### src/rtl/hamming_secded_pipe.sv
// Pipelined extended-Hamming (SEC-DED) decoder with a valid/ready handshake.
// Ports:
//   clk, rst_n            clock and synchronous active-low reset
//   in_valid/in_ready     input handshake for code_in (CODE_W bits)
//   out_valid/out_ready   output handshake for data_out, syndrome and status
//   status                00 clean, 01 corrected, 10 uncorrectable, 11 overall bit only
//   clr_cnt               synchronous clear of both error counters
//   corr_cnt/uncorr_cnt   saturating counts of corrected / uncorrectable outputs
module hamming_secded_pipe #(
  parameter int unsigned DATA_W = 8,
  parameter int unsigned PAR_W  = 4,
  parameter int unsigned CNT_W  = 16
) (
  input  logic                    clk,
  input  logic                    rst_n,
  input  logic                    in_valid,
  output logic                    in_ready,
  input  logic [DATA_W+PAR_W:0]   code_in,
  output logic                    out_valid,
  input  logic                    out_ready,
  output logic [DATA_W-1:0]       data_out,
  output logic [PAR_W-1:0]        syndrome,
  output logic [1:0]              status,
  input  logic                    clr_cnt,
  output logic [CNT_W-1:0]        corr_cnt,
  output logic [CNT_W-1:0]        uncorr_cnt
);

  localparam int unsigned HAM_W  = DATA_W + PAR_W;
  localparam int unsigned CODE_W = HAM_W + 1;

  localparam logic [1:0] ST_CLEAN  = 2'b00;
  localparam logic [1:0] ST_CORR   = 2'b01;
  localparam logic [1:0] ST_UNCORR = 2'b10;
  localparam logic [1:0] ST_OVALL  = 2'b11;

  // Parameter sanity checks at elaboration
  if ((1 << PAR_W) < CODE_W) begin : g_bad_par_w
    $error("hamming_secded_pipe: PAR_W too small for DATA_W");
  end
  if (DATA_W < 4) begin : g_bad_data_w
    $error("hamming_secded_pipe: DATA_W must be at least 4");
  end

  // 1-based Hamming position of data bit j (non-power-of-two positions, ascending)
  function automatic int unsigned data_pos(input int unsigned j);
    int unsigned cnt;
    int unsigned pos;
    cnt = 0;
    pos = 0;
    for (int unsigned p = 1; p <= HAM_W; p++) begin
      if ((p & (p - 1)) != 0) begin
        if (cnt == j) pos = p;
        cnt++;
      end
    end
    return pos;
  endfunction

  // ---------------- stage 0: syndrome, overall parity, raw data ----------------
  logic [PAR_W-1:0]  syn_c;
  logic              par_c;
  logic [DATA_W-1:0] raw_c;

  // Syndrome bit k covers every position whose index has bit k set
  for (genvar k = 0; k < PAR_W; k++) begin : g_syn
    logic [HAM_W-1:0] terms;
    for (genvar i = 0; i < HAM_W; i++) begin : g_term
      if ((((i + 1) >> k) & 1) != 0) begin : g_on
        assign terms[i] = code_in[i];
      end else begin : g_off
        assign terms[i] = 1'b0;
      end
    end
    assign syn_c[k] = ^terms;
  end

  assign par_c = ^code_in;

  for (genvar j = 0; j < DATA_W; j++) begin : g_raw
    assign raw_c[j] = code_in[data_pos(j) - 1];
  end

  // ---------------- stage 1 registers ----------------
  // Only the data field of the codeword is kept; check bits are fully
  // summarised by the syndrome and parity.
  logic              v1;
  logic [DATA_W-1:0] data1;
  logic [PAR_W-1:0]  syn1;
  logic              par1;

  // ---------------- stage 1 -> 2: classification and correction ----------------
  logic [1:0]        st_c;
  logic [DATA_W-1:0] fixed_c;

  always_comb begin
    st_c = ST_CLEAN;
    if (syn1 == '0) begin
      st_c = par1 ? ST_OVALL : ST_CLEAN;
    end else if (!par1) begin
      st_c = ST_UNCORR;
    end else if (syn1 <= PAR_W'(HAM_W)) begin
      st_c = ST_CORR;
    end else begin
      st_c = ST_UNCORR;
    end
  end

  // Flip a data bit only when the syndrome points at that bit's position
  for (genvar j = 0; j < DATA_W; j++) begin : g_fix
    assign fixed_c[j] = data1[j] ^ ((st_c == ST_CORR) && (syn1 == PAR_W'(data_pos(j))));
  end

  // ---------------- pipeline control ----------------
  logic adv;
  logic out_fire;

  assign adv      = !out_valid || out_ready;
  assign in_ready = adv;
  assign out_fire = out_valid && out_ready;

  // Both stages advance together; a stall freezes everything
  always_ff @(posedge clk) begin
    if (!rst_n) begin
      v1        <= 1'b0;
      data1     <= '0;
      syn1      <= '0;
      par1      <= 1'b0;
      out_valid <= 1'b0;
      data_out  <= '0;
      syndrome  <= '0;
      status    <= ST_CLEAN;
    end else if (adv) begin
      v1        <= in_valid;
      data1     <= raw_c;
      syn1      <= syn_c;
      par1      <= par_c;
      out_valid <= v1;
      // Output fields only load with a real word so they stay 0 after reset
      if (v1) begin
        data_out <= fixed_c;
        syndrome <= syn1;
        status   <= st_c;
      end
    end
  end

  // Saturating event counters; clear wins over a same-cycle increment
  always_ff @(posedge clk) begin
    if (!rst_n) begin
      corr_cnt   <= '0;
      uncorr_cnt <= '0;
    end else if (clr_cnt) begin
      corr_cnt   <= '0;
      uncorr_cnt <= '0;
    end else if (out_fire) begin
      if ((status == ST_CORR) && (corr_cnt != '1)) begin
        corr_cnt <= corr_cnt + CNT_W'(1);
      end
      if ((status == ST_UNCORR) && (uncorr_cnt != '1)) begin
        uncorr_cnt <= uncorr_cnt + CNT_W'(1);
      end
    end
  end

endmodule

### config.mk
export PLATFORM = sky130hd
export DESIGN_NAME = hamming_secded_pipe
export DESIGN_NICKNAME = d
export VERILOG_FILES = /design/src/rtl/hamming_secded_pipe.sv
export SDC_FILE = /design/constraint.sdc
export NUM_CORES = 1
export LEC_CHECK = 0
export ABC_AREA = 1
export BUFFER_PORTS_ARGS = -buffer_cell sky130_fd_sc_hd__buf_2
export CORE_MARGIN = 3
export CORE_UTILIZATION = 29
export CTS_BUF_LIST = sky130_fd_sc_hd__clkbuf_8 sky130_fd_sc_hd__clkbuf_16
export DETAILED_ROUTE_END_ITERATION = 12
export GPL_TIMING_DRIVEN = 1
export MAX_ROUTING_LAYER = met4
export SLEW_MARGIN = 25
export SYNTH_ARGS = -nofsm -noshare
export SYNTH_HDL_FRONTEND = slang
export SYNTH_SLANG_ARGS = --single-unit
### constraint.sdc
create_clock -name clk -period 1.7 [get_ports clk]
set_input_delay 0.51 -clock clk [delete_from_list [all_inputs] [get_ports clk]]
set_output_delay 0.51 -clock clk [all_outputs]
set_load 0.02 [all_outputs]
==> results.sh, run 1 <==
export IMPL_hold_viol_final=0
export IMPL_dp_hpwl_mm=7.28
export IMPL_ant_nets=0
export IMPL_cts_buffer_depth=2
export IMPL_fin_area_sq_um=4660
export IMPL_syn_to_final_growth_pct=30.9
export IMPL_r2r_setup_slack_ps=130
export IMPL_fin_hold_ws_ps=479
export IMPL_synth_seq_area_share_pct=34.3
export IMPL_outcome="finished clean"
export IMPL_power_mw=3.68
export IMPL_r2r_start="uncorr_cnt[0]"
export IMPL_synth_edf_count=0
export IMPL_finalCritPeriodShare_pct=97.7
export IMPL_placed_cells=779
export IMPL_reg2reg_depth=10
export IMPL_setup_viol=0
export IMPL_overflow=0
export IMPL_slew_violations=0
export IMPL_endpoint_kind="primary output"
export IMPL_cts_hold_buffers=0
export IMPL_cts_buffers=9
export IMPL_syn_instance_count=549
export IMPL_die_area_sq_um=13600
export IMPL_synth_flop_cell="dfxtp_1"
export IMPL_ys_types=32
export IMPL_avgRoutedWirePerCell_microns=12.1
export IMPL_grt_pass1_vias=3467
export IMPL_synth_seq_cells=61
export IMPL_gp_congestion=0.884
export IMPL_final_util_pct=39.8
export IMPL_clkLatencyLatePin_ps=340
export IMPL_fmax_mhz=602
export IMPL_io_buffers=65
export IMPL_clkTransAtPathRegs_ps=50
export IMPL_dr_pass1_iters=4
export IMPL_leakage_nw=2.25
export IMPL_start_util_pct=30.4
export IMPL_syn_area_sq_um=3560
export IMPL_die_w_microns=117
export IMPL_drtIter0Drc=223
export IMPL_clock_sinks=61
export IMPL_synth_area_leaders="dfxtp_1 34%, nand2_1 17%, inv_1 7.2%"
export IMPL_synthTopCellsByCount="160 x nand2_1, 68 x inv_1, 61 x dfxtp_1"
export IMPL_pre_cts_ws_ps=23.0
export IMPL_setup_worst_path_start="out_valid"
export IMPL_yosysTopAreaCellShare_pct=34.3
export IMPL_worstSetupPathType="reg -> out"
export IMPL_cp_endpoint="in_ready"
export IMPL_min_period_ps=1660
export IMPL_yosys_area_top_type="dfxtp_1"
export IMPL_drive_gt1_share_pct=22.6
export IMPL_diodes=0
export IMPL_fin_nets=674
export IMPL_vias=3715
export IMPL_setup_slack_ps=38.9
export IMPL_finClkSkew_ps=5.50
export IMPL_min_path_type="reg -> reg"
export IMPL_drc=0
export IMPL_fin_setup_tns_ps=0
export IMPL_crit_arrival_ps=1150
export IMPL_h_tree_depth=3
export IMPL_row_count=39
export IMPL_syn_num_nets=569
export IMPL_ios=66
export IMPL_synth_most_common_cell="nand2_1"
export IMPL_peakVddDrop_mv=0.674
export IMPL_cp_start_kind="flip-flop"
export IMPL_drv_cap=0
export IMPL_synth_warnings=0
export IMPL_relSlewSlack_pct=64.8
export IMPL_die_y_microns=117
export IMPL_reg2reg_to="uncorr_cnt[11]"
export IMPL_tightest_slew_ps=527
export IMPL_min_delay_start="data1[1]"
export IMPL_postSynthAreaPerCell_sq_um=6.48
export IMPL_groute_usage_overall_pct=15.1
export IMPL_clock_root_buffer="clkbuf_16"
export IMPL_via_per_inst=4.64
export IMPL_cts_tree="done"
export IMPL_placed_area_sq_um=4270
export IMPL_wirelength_mm=9.65
export IMPL_p_per_area_nw_per_um2=791
export IMPL_crit_path_max_fanout=4
export IMPL_worstPathRequired_ps=1190
export IMPL_grt_first_pass_wirelength_mm=15.8
export IMPL_core_region_area_sq_um=11700
export IMPL_grt_start_max_net_pins=29
export IMPL_instances_no_fill=801
export IMPL_antenna_found_initial=0
export IMPL_async_flop_share_pct=0
cell usage in the layout (no fill, tap or decap):
master	count
clkinv_1	1
ha_1	1
nand2_8	1
buf_4	40
dfxtp_2	1
nor2_2	3
inv_1	68
clkbuf_8	3
nand3_1	28
a21oi_1	40
buf_12	3
or2_2	1
o21ai_0	30
o21bai_1	5
o21ai_4	1
nand4_1	11
or2_1	1
clkinv_2	1
inv_2	4
nor2_1	58
o211ai_1	5
nand3_4	1
nand2_2	7
nand2_4	2
xnor2_1	15
a21oi_2	4
xor2_1	19
a31oi_1	1
buf_2	65
ha_2	1
clkbuf_16	9
nor2_4	2
nand2_1	160
dfxtp_1	60
nor3_1	5
o21ai_1	1
final cells by class:
type / instances / area (sq um)
Clock buffer: 12 / 267
Sequential cell: 61 / 1220
Inverter: 71 / 267
Fill cell: 1252 / 7060
Tap cell: 143 / 179
Multi-Input combinational cell: 403 / 2020
Timing Repair Buffer: 108 / 686
Clock inverter: 3 / 12.5
registers in the layout (all words and copies together) (netlist names):
register and count:
syn1 4, status 2, out_valid 1, syndrome 4
data1 8, uncorr_cnt 16, par1 1, data_out 8
corr_cnt 16, v1 1
repair_timing:
item                                    CTS  global route
resized for setup                         0             7
endpoints found under the setup margin    0            28
buffers inserted                          0             6
worst min-delay path by stage:
stage | endpoint | cells after the start | slack, ps
2_1_floorplan | data1[1] | 2 | 440
3_3_place_gp | data1[1] | 2 | 470
6_report | data1[1] | 2 | 480
4_1_cts | data1[5] | 3 | 460
3_5_place_dp | data1[1] | 2 | 470
5_1_grt | data1[5] | 3 | 500
cell families after synthesis:
kind of cell | after synthesis | synth area share (%)
AOI/OAI and AO/OA | 87 | 13.5
xor gates and xnor gates | 34 | 8.37
adders and majority gates | 2 | 0.703
buffers and inverters | 86 | 9.78
DFF | 61 | 34.3
and+or+nand+nor | 279 | 33.3
critical path: stages (launching register included):
cell and delay, ps:
dfxtp_1 380, inv_1 70, nor2_2 130, inv_1 70, buf_2 160
power by group:
| group | internal [mW] | switching, mW |
|---|---|---|
| Combinational | 0.154 | 0.280 |
| Clock | 1.08 | 0.622 |
| Sequential | 1.49 | 0.0509 |
routing by layer:
metal  global-route usage, %  vias to the layer above  part of all wire (%)
met5                       -                        -                     0
met4                    5.58                        0                   1.9
met3                    4.46                       17                   5.6
met2                    24.0                       83                    48
met1                    18.1                     1667                    45
li1                        -                     1948                     -
Power figures use the tool's default switching activity.
==> inputs of run 2 (changes only) <==
Settings changed: CORE_UTILIZATION 29 to 40.
==> run 2 against run 1 <==
Net effect: largest cell class unchanged; global-route usage increased by 3.7 points; clock power decreased by 14%; hold slack got worse by 20 ps; non-clock buffer count decreased by 15.
==> results.sh, run 2 (synthesis results as in run 1) <==
export IMPL_overflow=0
export IMPL_drive_gt1_share_pct=21.2
export IMPL_cts_buffers=9
export IMPL_row_count=33
export IMPL_power_mw=3.43
export IMPL_io_buffers=65
export IMPL_die_w_microns=100
export IMPL_largest_registers="corr_cnt x16, uncorr_cnt x16"
export IMPL_clock_root_buffer="clkbuf_8"
export IMPL_ant_nets=0
export IMPL_nFillCells=876
export IMPL_diodes=0
export IMPL_start_util_pct=42.2
export IMPL_clkTransAtPathRegs_ps=70
export IMPL_gp_congestion=0.805
export IMPL_setup_viol=0
export IMPL_reg2reg_depth=10
export IMPL_min_period_ps=1590
export IMPL_worstSetupPathType="reg -> out"
export IMPL_cts_buffer_depth=2
export IMPL_fmax_mhz=630
export IMPL_crit_path_max_fanout=4
export IMPL_vias=3590
export IMPL_dr_pass1_iters=4
export IMPL_outcome="finished clean"
export IMPL_clkLatencyLatePin_ps=350
export IMPL_dp_hpwl_mm=6.59
export IMPL_ios=66
export IMPL_fin_setup_tns_ps=0
export IMPL_drv_cap=0
export IMPL_grt_first_pass_wirelength_mm=14.9
export IMPL_tightest_slew_ps=539
export IMPL_groute_usage_overall_pct=18.8
export IMPL_die_y_microns=100
export IMPL_cts_tree="done"
export IMPL_grtUsageMet2_pct=30.6
export IMPL_drc=0
export IMPL_die_area_sq_um=10100
export IMPL_fin_nets=658
export IMPL_met3_usage_pct=4.79
export IMPL_clock_sinks=61
export IMPL_layout_common_cells="160 x nand2_1, 68 x inv_1, 65 x buf_2"
export IMPL_hold_viol_final=0
export IMPL_core_region_area_sq_um=8420
export IMPL_relSlewSlack_pct=64.0
export IMPL_layout_commonest_cell="nand2_1"
export IMPL_whs_path_depth=3
export IMPL_regArea_sq_um=1220
export IMPL_drtIter0Drc=65
export IMPL_use_met1_pct=22.4
export IMPL_leakage_nw=2.13
export IMPL_h_tree_depth=3
export IMPL_wirelength_mm=8.65
export IMPL_worstPathRequired_ps=1190
export IMPL_min_path_type="in -> reg"
export IMPL_multiInputGateArea_sq_um=2010
export IMPL_via_per_inst=4.80
export IMPL_grt_start_max_net_pins=29
export IMPL_antenna_found_initial=0
export IMPL_endpoint_kind="primary output"
export IMPL_finClkSkew_ps=9.09
export IMPL_avgRoutedWirePerCell_microns=11.6
export IMPL_grt_pass1_vias=3328
export IMPL_p_per_area_nw_per_um2=774
export IMPL_peakVddDrop_mv=0.384
export IMPL_cp_start_kind="flip-flop"
export IMPL_r2r_setup_slack_ps=150
export IMPL_crit_arrival_ps=1080
export IMPL_finalCritPeriodShare_pct=93.3
export IMPL_slew_violations=0
export IMPL_syn_to_final_growth_pct=24.6
export IMPL_grt_most_used_layer="met2"
-- run 2: worst paths after layout --
kind | startpoint | end
hold reg to reg | data1[2] | data1[2]
setup / recovery | out_valid | in_ready
hold / removal | code_in[9] | data1[5]
setup reg to reg | uncorr_cnt[1] | uncorr_cnt[11]
-- run 2: power breakdown --
part           internal [mW]  switching (mW)  leakage (nW)
Clock                  0.832           0.626         0.110
Sequential              1.49          0.0479         0.499
Combinational          0.157           0.277          1.52
-- run 2: cell type report --
type                       instances  share of cell area, %
inverter                          71                   6.02
clock buffer                       9                   2.80
sequential                        61                   27.6
timing repair buffer              93                   12.9
clock inverter                     7                   2.23
multi-input combinational        402                   45.4
tap                              105                   2.97
-- run 2: what timing repair did --
item                                    in CTS  in global routing
buffers inserted                             0                  2
pin swaps                                    0                  1
endpoints found under the setup margin       1                 24
gates resized for setup                      2                  5
hold buffers                                 0                  0
-- run 2: critical path: stages, from the launching register on --
cell and delay [ps]:
dfxtp_2 320, inv_1 60, nor2_4 110, inv_1 70, buf_2 160
-- run 2: metrics by stage --
step	hold slack, ps	area, sq um	setup WS (ps)	cells	util [%]
after floorplan	445	3560	15.5	549	-
final	459	4430	114	748	52.6
after global routing	468	4430	-4.24	748	52.6
after detailed placement	469	4170	73.0	730	49.5
after CTS	444	4390	18.2	746	52.2
after global placement	466	4170	68.4	730	49.5
-- run 2: per-layer routing --
| metal | up-vias | wire length, microns |
|---|---|---|
| li1 | 1907 | - |
| met1 | 1599 | 3920 |
| met2 | 68 | 4150 |
| met3 | 16 | 435 |
| met4 | 0 | 138 |
| met5 | - | 0 |
